File: config.mk
export PLATFORM = sky130hd
export DESIGN_NAME = uart_rx_fifo
export DESIGN_NICKNAME = d
export VERILOG_FILES = /design/src/rtl/uart_rx_fifo.sv
export SDC_FILE = /design/constraint.sdc
export NUM_CORES = 1
export LEC_CHECK = 0
export BUFFER_PORTS_ARGS = -buffer_cell sky130_fd_sc_hd__buf_4
export CORE_MARGIN = 2
export CORE_UTILIZATION = 32
export DETAILED_ROUTE_END_ITERATION = 16
export HOLD_SLACK_MARGIN = 0.08
export MAX_ROUTING_LAYER = met4
export PLACE_DENSITY_LB_ADDON = 0.2
export SYNTH_ARGS = -nofsm -noshare
export SYNTH_HDL_FRONTEND = slang
export SYNTH_SLANG_ARGS = --single-unit
File: constraint.sdc
create_clock -name clock -period 3.5 [get_ports clock]
set_input_delay 0 -clock clock [delete_from_list [all_inputs] [get_ports clock]]
set_output_delay 0 -clock clock [all_outputs]
set_load 0.02 [all_outputs]
File: src/rtl/uart_rx_fifo.sv
// Receive-side byte buffer behind the UART receiver: first-word-fall-through
// FIFO with valid/ready read port, occupancy status and a sticky overflow flag.
module uart_rx_fifo #(
    parameter int unsigned BYTESIZES = 8,
    parameter int unsigned DEPTH     = 16
) (
    input  logic                         clock,
    input  logic                         nreset,
    input  logic [BYTESIZES-1:0]         rx_data,
    input  logic                         rx_valid,
    input  logic                         rd_ready,
    input  logic                         clear,
    output logic [BYTESIZES-1:0]         rd_data,
    output logic                         rd_valid,
    output logic [$clog2(DEPTH+1)-1:0]   count,
    output logic                         full,
    output logic                         empty,
    output logic                         overflow
);

    localparam int unsigned AW = $clog2(DEPTH);
    localparam int unsigned CW = $clog2(DEPTH + 1);

    logic [BYTESIZES-1:0] mem_q [DEPTH];

    logic [AW-1:0] wr_ptr_q, wr_ptr_d;
    logic [AW-1:0] rd_ptr_q, rd_ptr_d;
    logic [CW-1:0] count_q, count_d;
    logic          overflow_q, overflow_d;
    logic          push, pop;

    // Status is derived from the registered count, so overflow detection
    // sees the full flag as it stood at the start of the cycle.
    always_comb begin
        full     = (count_q == CW'(DEPTH));
        empty    = (count_q == '0);
        rd_valid = !empty;
        count    = count_q;
        overflow = overflow_q;
        rd_data  = empty ? '0 : mem_q[rd_ptr_q];

        pop  = rd_valid && rd_ready && !clear;
        push = rx_valid && (!full || pop) && !clear;
    end

    always_comb begin
        wr_ptr_d   = wr_ptr_q;
        rd_ptr_d   = rd_ptr_q;
        count_d    = count_q;
        overflow_d = overflow_q;

        if (clear) begin
            wr_ptr_d   = '0;
            rd_ptr_d   = '0;
            count_d    = '0;
            overflow_d = 1'b0;
        end else begin
            if (push) wr_ptr_d = wr_ptr_q + AW'(1);
            if (pop)  rd_ptr_d = rd_ptr_q + AW'(1);
            if (push && !pop)      count_d = count_q + CW'(1);
            else if (pop && !push) count_d = count_q - CW'(1);
            if (rx_valid && !push) overflow_d = 1'b1;
        end
    end

    always_ff @(posedge clock or negedge nreset) begin
        if (!nreset) begin
            wr_ptr_q   <= '0;
            rd_ptr_q   <= '0;
            count_q    <= '0;
            overflow_q <= 1'b0;
        end else begin
            wr_ptr_q   <= wr_ptr_d;
            rd_ptr_q   <= rd_ptr_d;
            count_q    <= count_d;
            overflow_q <= overflow_d;
        end
    end

    always_ff @(posedge clock) begin
        if (push) mem_q[wr_ptr_q] <= rx_data;
    end

endmodule

**Word-level counts from Yosys, hierarchy flattened**

Memory sizes are Yosys's and may differ from the RTL's.
Cells that the tools add are included.

- Flip-flop bits (word level): 14
- RAM bits: 128
- Input bits: 13
- Output and inout bits: 17
- Memories kept: 1

- $add $sub $neg: 4
- Equal/unequal tests: 1
- Multiplexer cells: 12
- Reduce and logical (&&, ||, !) cells: 18

Memories:

| name | depth | width | read ports | clocked after memory_dff | wr ports | RTL line | source |
|---|---|---|---|---|---|---|---|
| mem_q | 16 | 8 | 1 | 0 | 1 | 24 | `logic [BYTESIZES-1:0] mem_q [DEPTH];` |

Operator list:

| operator | number |
|---|---|
| two-way mux 4 bit | 4 |
| two-way mux 5 bit | 3 |
| adder 4 x 1 -> 4 bit, second input constant | 2 |
| two-way mux 8 bit | 1 |
| logical AND 1 bit | 7 |
| nonzero test 2 bit | 3 |
| adder 5 x 1 -> 5 bit, second input constant | 1 |
| == test 5 bit, second input constant | 1 |
| zero test 1 bit | 5 |
| zero test 5 bit | 1 |
| subtractor 5 x 1 -> 5 bit, second input constant | 1 |
| two-way mux 1 bit | 4 |
| nonzero test 3 bit | 1 |
| logical OR 1 bit | 1 |

**Longest topological paths before layout**

Gate-level depths: netlist of the first run.

- Depth in word-level cells: 12
- Gate-level depth with buffers: 9

**Least setup slack after synthesis of the first run**

Ideal clock, no wire load.

- Path kind: reg-to-reg
- Start: register count_q[1] (netlist: count[1])
- End: register count_q[4] (netlist: count[4])
- Library setup time: 0.137 ns
- Arrival time: 2.727 ns
- Required time: 3.363 ns
- Slack: 0.636 ns
- Cell stages (with the launch flop): 10
- Cell sequence: dfrtp_1 -> or4_1 -> buf_2 -> o21ai_2 -> nand3b_1 -> fa_1 -> a211o_1 -> o21a_1 -> o211ai_1 -> a31oi_1

- Cells in the longest elaborated chain, start to end: 10
- Elaborated cells between the ends (all ways): 19
- Classes of those cells: 2 x add/sub; 1 x eq/ne; 3 x mux; 13 x reduce/logical

Ends and longest elaborated chain:

| element | RTL line | source |
|---|---|---|
| from (decl) | 28 | `logic [CW-1:0] count_q, count_d;` |
| from (signal assigned) | 75 | `count_q <= count_d;` |
| parallel branches: the longest is 10 deep, another holds subtractor 5 x 1 -> 5 bit | n/a |  |

Several ways; the timed one is not identified. The select of a mux whose other input is x is not followed.
A chain may end at the register's enable or synchronous reset.

**Worst setup path in the final report of the first run**

Ends and elaborated chain as after synthesis.

==> summary.md, run 1 <==
| Metric | Value |
|---|---|
| Synth warnings | `0` |
| Placed standard-cell area | `0.00648 mm2` |
| Per-cell routed wire length | `slightly below 20 um` |
| Syn Inst Count | `about 330` |
| Fmax | `about 0.32 GHz` |
| Switching Share | `27.3%` |
| N_diodes | `0` |
| Total congestion overflow | `0` |
| Yosys reg bits | `about 140` |
| Largest net degree at the start of global routing | `22` |
| Die ar. | `a little under 0.02 mm2` |
| Clock latency on the worst-skew pair | `approximately 410 ps` |
| CP Launch Type | `flip-flop` |
| Synth Area per Inst | `around 18 um2` |
| Worst hold path type | `in -> reg` |
| Row count | `49` |
| Clock share of power | `roughly two fifths` |
| Top Ports | `30` |
| Register Area | `roughly 0.0042 mm2` |
| Setup TNS | `0 ps` |
| Vias in the first global route | `roughly 3300` |
| Die height | `140 um` |
| Post-synth EDFFs | `about 130` |
| Finished Layout Cells | `approximately 630` |
| Vias | `3136` |
| DR vias/cell | `5.00` |
| Synth async-reset ratio | `about a tenth` |
| H-tree Lvls | `4` |
| Fin. max-slew vios | `0` |
| Layout Nets | `roughly 410` |
| P_sw | `1380 uW` |
| Clk root buf | `clkbuf_16` |
| Die width | `~140 um` |
| Post CTS Setup Buffer Count | `0` |
| First-pass GRT wire length | `approximately 19 mm` |
| CTS buffer count | `17` |
| Status | `complete, no violations` |
| Initial antenna violation count | `0` |
| Gate power share | `between 20% and 30%` |
| Placed Cells | `just under 600` |
| # setup viols final | `0` |
| CTS tree | `done` |
| Clock transition at path regs | `60 ps` |
| Max IR drop VDD | `roughly 440 uV` |
| PortBufs | `29` |
| Final Util | `40.2%` |
| Sequential share of power | `around two fifths` |
| Final min period | `between 3000 and 4000 ps` |
| Max Root-Sink Buffers | `2` |
| Int Power | `about 3700 uW` |
| Syn_nets | `between 300 and 400` |
| Filler cells | `1594` |
| HPWL Detailed | `7.73 mm` |
| Cts hold-fix bufs | `14` |
| Antenna-violating nets left | `0` |
| CP Data Required Time | `approximately 3800 ps` |
| Crit end category | `flip-flop` |
| All-Layer GR Usage | `~14%` |
| CP max FO | `6` |
| Worst-margin pin slew | `986 ps` |
| Unrepaired setup endpoints after global routing | `no` |
| Pwr Density | `roughly 700 mW/mm2` |
| Clock skew | `between 6 and 7 ps` |
| Total Wirelength | `roughly 12 mm` |
| Starting Density | `32.9%` |
| PostCTS Resize Cnt | `0` |
| Design area | `~0.0073 mm2` |
| Synth Flop Type | `edfxtp_1` |
| Area growth, synth to finish | `22.0%` |
| R2R setup slack | `between 400 and 500 ps` |
| Multi-input gate area | `0.00164 mm2` |
| CTS Sinks | `around 140` |
| Pleak | `around 0.0024 uW` |
| GP Congestion | `around 0.74` |
| Residual DRC | `0` |
| Pre-antenna DRT Iters | `4` |
| Number of max-cap violations | `0` |
| Netlist cell types | `39` |
| Final Cycle Share | `between 80 and 90%` |
| Core area | `around 0.018 mm2` |
| Worst slew margin | `roughly a third` |
| Crit Path Class | `reg -> reg` |
| Register area share after synthesis | `about 70%` |
| CP arrival | `3380 ps` |
| Syn Std Cell Area | `between 0.005 and 0.006 mm2` |
| DR iter-0 viols | `roughly 270` |
| Fraction of layout cells with a size suffix above 1 | `28.6%` |
| Final Hold Fails | `0` |
Yosys cell counts, types with 2 or more instances:
| cell type | number | share of area [%] |
|---|---|---|
| nor2_1 | 30 | 1.9 |
| or3_1 | 2 | 0.21 |
| nand2b_1 | 2 | 0.21 |
| edfxtp_1 | 128 | 65 |
| buf_2 | 6 | 0.50 |
| a31oi_1 | 4 | 0.42 |
| ha_1 | 9 | 1.9 |
| mux2i_1 | 11 | 1.8 |
| o211ai_1 | 2 | 0.25 |
| nand3_1 | 3 | 0.25 |
| xor2_1 | 3 | 0.44 |
| nor2b_1 | 9 | 0.95 |
| buf_4 | 4 | 0.50 |
| inv_1 | 7 | 0.44 |
| nand2_1 | 8 | 0.50 |
| a211oi_1 | 17 | 2.1 |
| nand3b_1 | 2 | 0.25 |
| a21oi_1 | 2 | 0.17 |
| xnor2_1 | 5 | 0.74 |
| clkbuf_1 | 7 | 0.44 |
| dfrtp_1 | 14 | 5.9 |
| mux2_1 | 3 | 0.57 |
| mux4_2 | 32 | 12 |
metal layers:
layer  vias to the layer above  track usage, %  routed length, um
li1                       1415               -                  -
met1                      1663            17.9               5790
met2                        48            22.0               6110
met3                        10            2.91                384
met4                         0            4.47                143
met5                         -               -                  0
worst max-delay path: stages (launching register included):
cell	delay [ps]
dfrtp_1	470
or4_1	690
o21ai_2	290
nand3b_1	250
fa_1	500
a211o_1	330
o21a_1	130
o211ai_1	200
a31oi_1	100
layout by cell type, fill, tap and decap left out, types with 2 or more instances in the layout:
cell type,instances
or3_1,2
nand2_1,8
inv_6,3
nor2b_1,9
dfrtp_2,2
buf_4,45
edfxtp_1,128
bufinv_16,5
clkinvlp_4,2
nand3_1,3
clkinv_4,2
xor2_1,3
dlygate4sd3_1,14
mux2_1,3
a211oi_1,17
o211ai_1,2
nor2_1,30
xnor2_1,5
inv_1,7
clkbuf_1,2
dfrtp_1,12
ha_1,9
nand2b_1,2
mux4_2,32
a31oi_1,4
nand3b_1,2
mux2i_1,11
clkbuf_16,17
a21oi_1,2
final timing paths:
| path | start | end | cells past startpoint |
|---|---|---|---|
| worst min-delay path | rx_data[6] | mem_q[11][6] | 2 |
| min in group asynchronous | nreset | count[1] | 3 |
| worst max register to register | count[1] | count[4] | 8 |
| worst max-delay path | count[1] | count[4] | 8 |
| worst min register to register | wr_ptr_q[3] | wr_ptr_q[3] | 2 |
| max in group asynchronous | nreset | rd_ptr_q[1] | 3 |
power by group through the flow:
stage                     registers, uW  logic, uW  clock network [uW]
after global placement             2070       1080                   0
after detailed placement           2080       1080                   0
after CTS                          2040       1100                1990
after global routing               2050       1170                2060
final                              2030       1090                1950
after floorplan                    2020        772                   0
area by class of cell:
class,count,area share [%]
multi-input cells,159,22.5
inverters,7,0.362
repair buffers,59,6.58
well taps,229,3.94
flip-flops and latches,142,57.8
clock buffers,19,5.96
clock inverters,12,2.88
stage by stage:
step                power (uW)  worst slack [ps]  hold WS [ps]
global placement          3150               534          -132
detailed placement        3160               462          -126
floorplan                 2790               636          -296
CTS                       5130               438           431
finish                    5070               410           447
global route              5290               258           463
cells by family after synthesis:
kind of cell	synth area share, %
AOI/OAI and AO/OA	4.33
adders and majority gates	2.23
buffers and inverters	2.08
muxes	14.5
DFF	70.4
xor gates and xnor gates	1.18
and+or+nand+nor	5.23
sequential cells by signal, indices dropped and copies added (netlist names):
name,cells
mem_q,128
count,5
rd_ptr_q,4
wr_ptr_q,4
overflow,1
Power figures use the tool's default switching activity.
==> run 2: changes to the inputs <==
--- a/config.mk
+++ b/config.mk
@@ -6,8 +6,8 @@
 export NUM_CORES = 1
 export LEC_CHECK = 0
 export BUFFER_PORTS_ARGS = -buffer_cell sky130_fd_sc_hd__buf_4
-export CORE_MARGIN = 2
 export CORE_UTILIZATION = 32
+export CTS_BUF_LIST = sky130_fd_sc_hd__clkbuf_4 sky130_fd_sc_hd__clkbuf_8 sky130_fd_sc_hd__clkbuf_16
 export DETAILED_ROUTE_END_ITERATION = 16
 export HOLD_SLACK_MARGIN = 0.08
 export MAX_ROUTING_LAYER = met4
==> run 2 against run 1 <==
Via count shrank 1.5%. Worst setup slack gained 32 ps. Die area shrank 2.8%. First-iteration DRC count shrank 24%. Sequential share of layout area grew 0.80 points. Sequential power is essentially flat. Combinational power shrank 4%. Global-route usage grew 0.75 points. Final cell count is the same. Flip-flop and latch count is the same. Non-clock buffer count shrank 1. Critical path type unchanged. Largest cell class unchanged. Largest power group unchanged. Highest routed layer unchanged.
==> summary.md, run 2 (synthesis results as in run 1) <==
| Metric | Value |
|---|---|
| DR iter-0 viols | `203 (-24%)` |
| Setup TNS | `0 ps (unchanged)` |
| Clock transition at path regs | `60 ps (about the same)` |
| Clk root buf | `clkbuf_16` |
| Filler cells | `1628 (+2.1%)` |
| Worst hold path type | `in -> reg` |
| CTS buffer count | `17 (unchanged)` |
| Starting Density | `32.9% (unchanged)` |
| Area growth, synth to finish | `20.4%` |
| Clock latency on the worst-skew pair | `420 ps (about the same)` |
| Per-cell routed wire length | `20.1 um (+1.5%)` |
| Die ar. | `0.0192 mm2 (-2.8%)` |
| HP Start | `rx_data[5]` |
| Fraction of layout cells with a size suffix above 1 | `28.6% (unchanged)` |
| Layout Nets | `408 (-0.24%)` |
| Fmax | `0.327 GHz (+1.0%)` |
| Core area | `0.0181 mm2 (unchanged)` |
| Worst-margin pin slew | `916 ps (-70.0 ps)` |
| Final Cycle Share | `87.4% (-0.92 points)` |
| All-Layer GR Usage | `14.6% (+0.75 points)` |
| First-pass GRT wire length | `19.5 mm (+1.1%)` |
| Most frequent cells in the layout | `128 x edfxtp_1, 44 x buf_4, 32 x mux4_2, 30 x nor2_1` |
| N_diodes | `0 (unchanged)` |
| Die height | `138 um (-1.4%)` |
| Unrepaired setup endpoints after global routing | `no` |
| Row count | `49 (unchanged)` |
| CP Launch Type | `flip-flop` |
| Top Ports | `30 (unchanged)` |
| Fin. max-slew vios | `0 (unchanged)` |
| Vias | `3090 (-1.5%)` |
| Biggest register | `mem_q` |
| CP max FO | `6 (unchanged)` |
| Max IR drop VDD | `354 uV (-20%)` |
| Clock skew | `8.20 ps (+1.56 ps)` |
| PostCTS Resize Cnt | `0 (unchanged)` |
| Final Power | `4770 uW (-5.8%)` |
| Vias in the first global route | `3272 (+0.37%)` |
| HPWL Detailed | `7.91 mm (+2.2%)` |
| Total congestion overflow | `0 (unchanged)` |
| GP Congestion | `0.729 (-1.6%)` |
| Post CTS Setup Buffer Count | `0 (unchanged)` |
| Final Hold Fails | `0 (unchanged)` |
| Pwr Density | `666 mW/mm2 (-4.5%)` |
| Placed Cells | `581 (-0.17%)` |
| Residual DRC | `0 (unchanged)` |
| Most common cell after layout, fill and taps aside | `edfxtp_1` |
| Critical R2R Launch | `count[1]` |
| Total Wirelength | `12.6 mm (+1.5%)` |
| H-tree Lvls | `4 (unchanged)` |
| Die width | `138 um (-1.4%)` |
| Largest register FFs | `128 (unchanged)` |
| DR vias/cell | `4.93 (-1.5%)` |
| Max Root-Sink Buffers | `2 (unchanged)` |
| CTS tree | `done` |
| Crit Path Class | `reg -> reg` |
| Placed standard-cell area | `0.00648 mm2 (-0.12%)` |
| CP arrival | `3350 ps (-30 ps)` |
| Critical Path Source | `count[1]` |
| Largest net degree at the start of global routing | `25 (+14%)` |
| Crit end category | `flip-flop` |
| CP Data Required Time | `3800 ps (about the same)` |
| Worst slew margin | `38.7% (+4.7 points)` |
| PortBufs | `29 (unchanged)` |
| Initial antenna violation count | `0 (unchanged)` |
| Antenna-violating nets left | `0 (unchanged)` |
| Final min period | `3060 ps (-32.1 ps)` |
| Cts hold-fix bufs | `14 (unchanged)` |
| Finished Layout Cells | `627 (unchanged)` |
| Design area | `0.00717 mm2 (-1.4%)` |
| Pre-antenna DRT Iters | `4 (unchanged)` |
| Pleak | `0.00236 uW (-2.0%)` |
| Number of max-cap violations | `0 (unchanged)` |
| Status | `complete, no violations` |
| Final Util | `39.6% (-0.55 points)` |
| CTS Sinks | `142 (unchanged)` |
| # setup viols final | `0 (unchanged)` |
==> run 2: changes by cell type in the layout (fill, tap and decap cells not counted), sizes merged <==
cell | previous run | this run
clkinvlp | 2 | 4
inv | 10 | 9
bufinv | 5 | 1
clkbuf | 19 | 18
clkinv | 2 | 7
buf | 45 | 44
==> run 2: worst paths after layout <==
check | to | slack, ps | cells after the start
setup / recovery | count[4] | 440 | 8
hold / removal | mem_q[1][5] | 450 | 2
setup reg to reg | count[4] | 440 | 8
hold reg to reg | overflow | 590 | 2
max in group asynchronous | rd_ptr_q[0] | 2280 | 3
min in group asynchronous | count[4] | 730 | 3
==> run 2: area by class of cell <==
type                    instances  area, um2  area share [%]
well taps                     229        287            4.00
multi-input cells             159       1640            22.8
repair buffers                 58        470            6.56
clock inverters                14        118            1.64
flip-flops and latches        142       4200            58.6
inverters                       7       26.3           0.367
clock buffers                  18        433            6.04
==> run 2: metrics by stage <==
stage	worst slack [ps]	hold slack, ps
floorplan	636	-296
global placement	532	-132
detailed placement	459	-128
CTS	444	426
global route	242	452
finish	442	445
==> run 2: where the power goes <==
group	total, uW	internal [uW]	switching (uW)
sequential	2060	1900	155
combinational	1050	505	545
clock	1670	979	689
total	4770	3390	1390
==> run 2: worst max-delay path, stage by stage (launching register included) <==
cell and delay, ps:
dfrtp_1 470, or4_1 690, o21ai_2 280, nand3b_1 230
fa_1 500, a211o_1 340, o21a_1 140, o211ai_1 180
a31oi_1 100
==> run 2: layer usage <==
metal | share of wire (%) | up-vias | GRT usage [%]
met5 | 0 | - | -
met3 | 2.7 | 18 | 2.91
met1 | 46 | 1602 | 18.3
met4 | 1.7 | 0 | 6.03
li1 | - | 1416 | -
met2 | 50 | 54 | 23.2
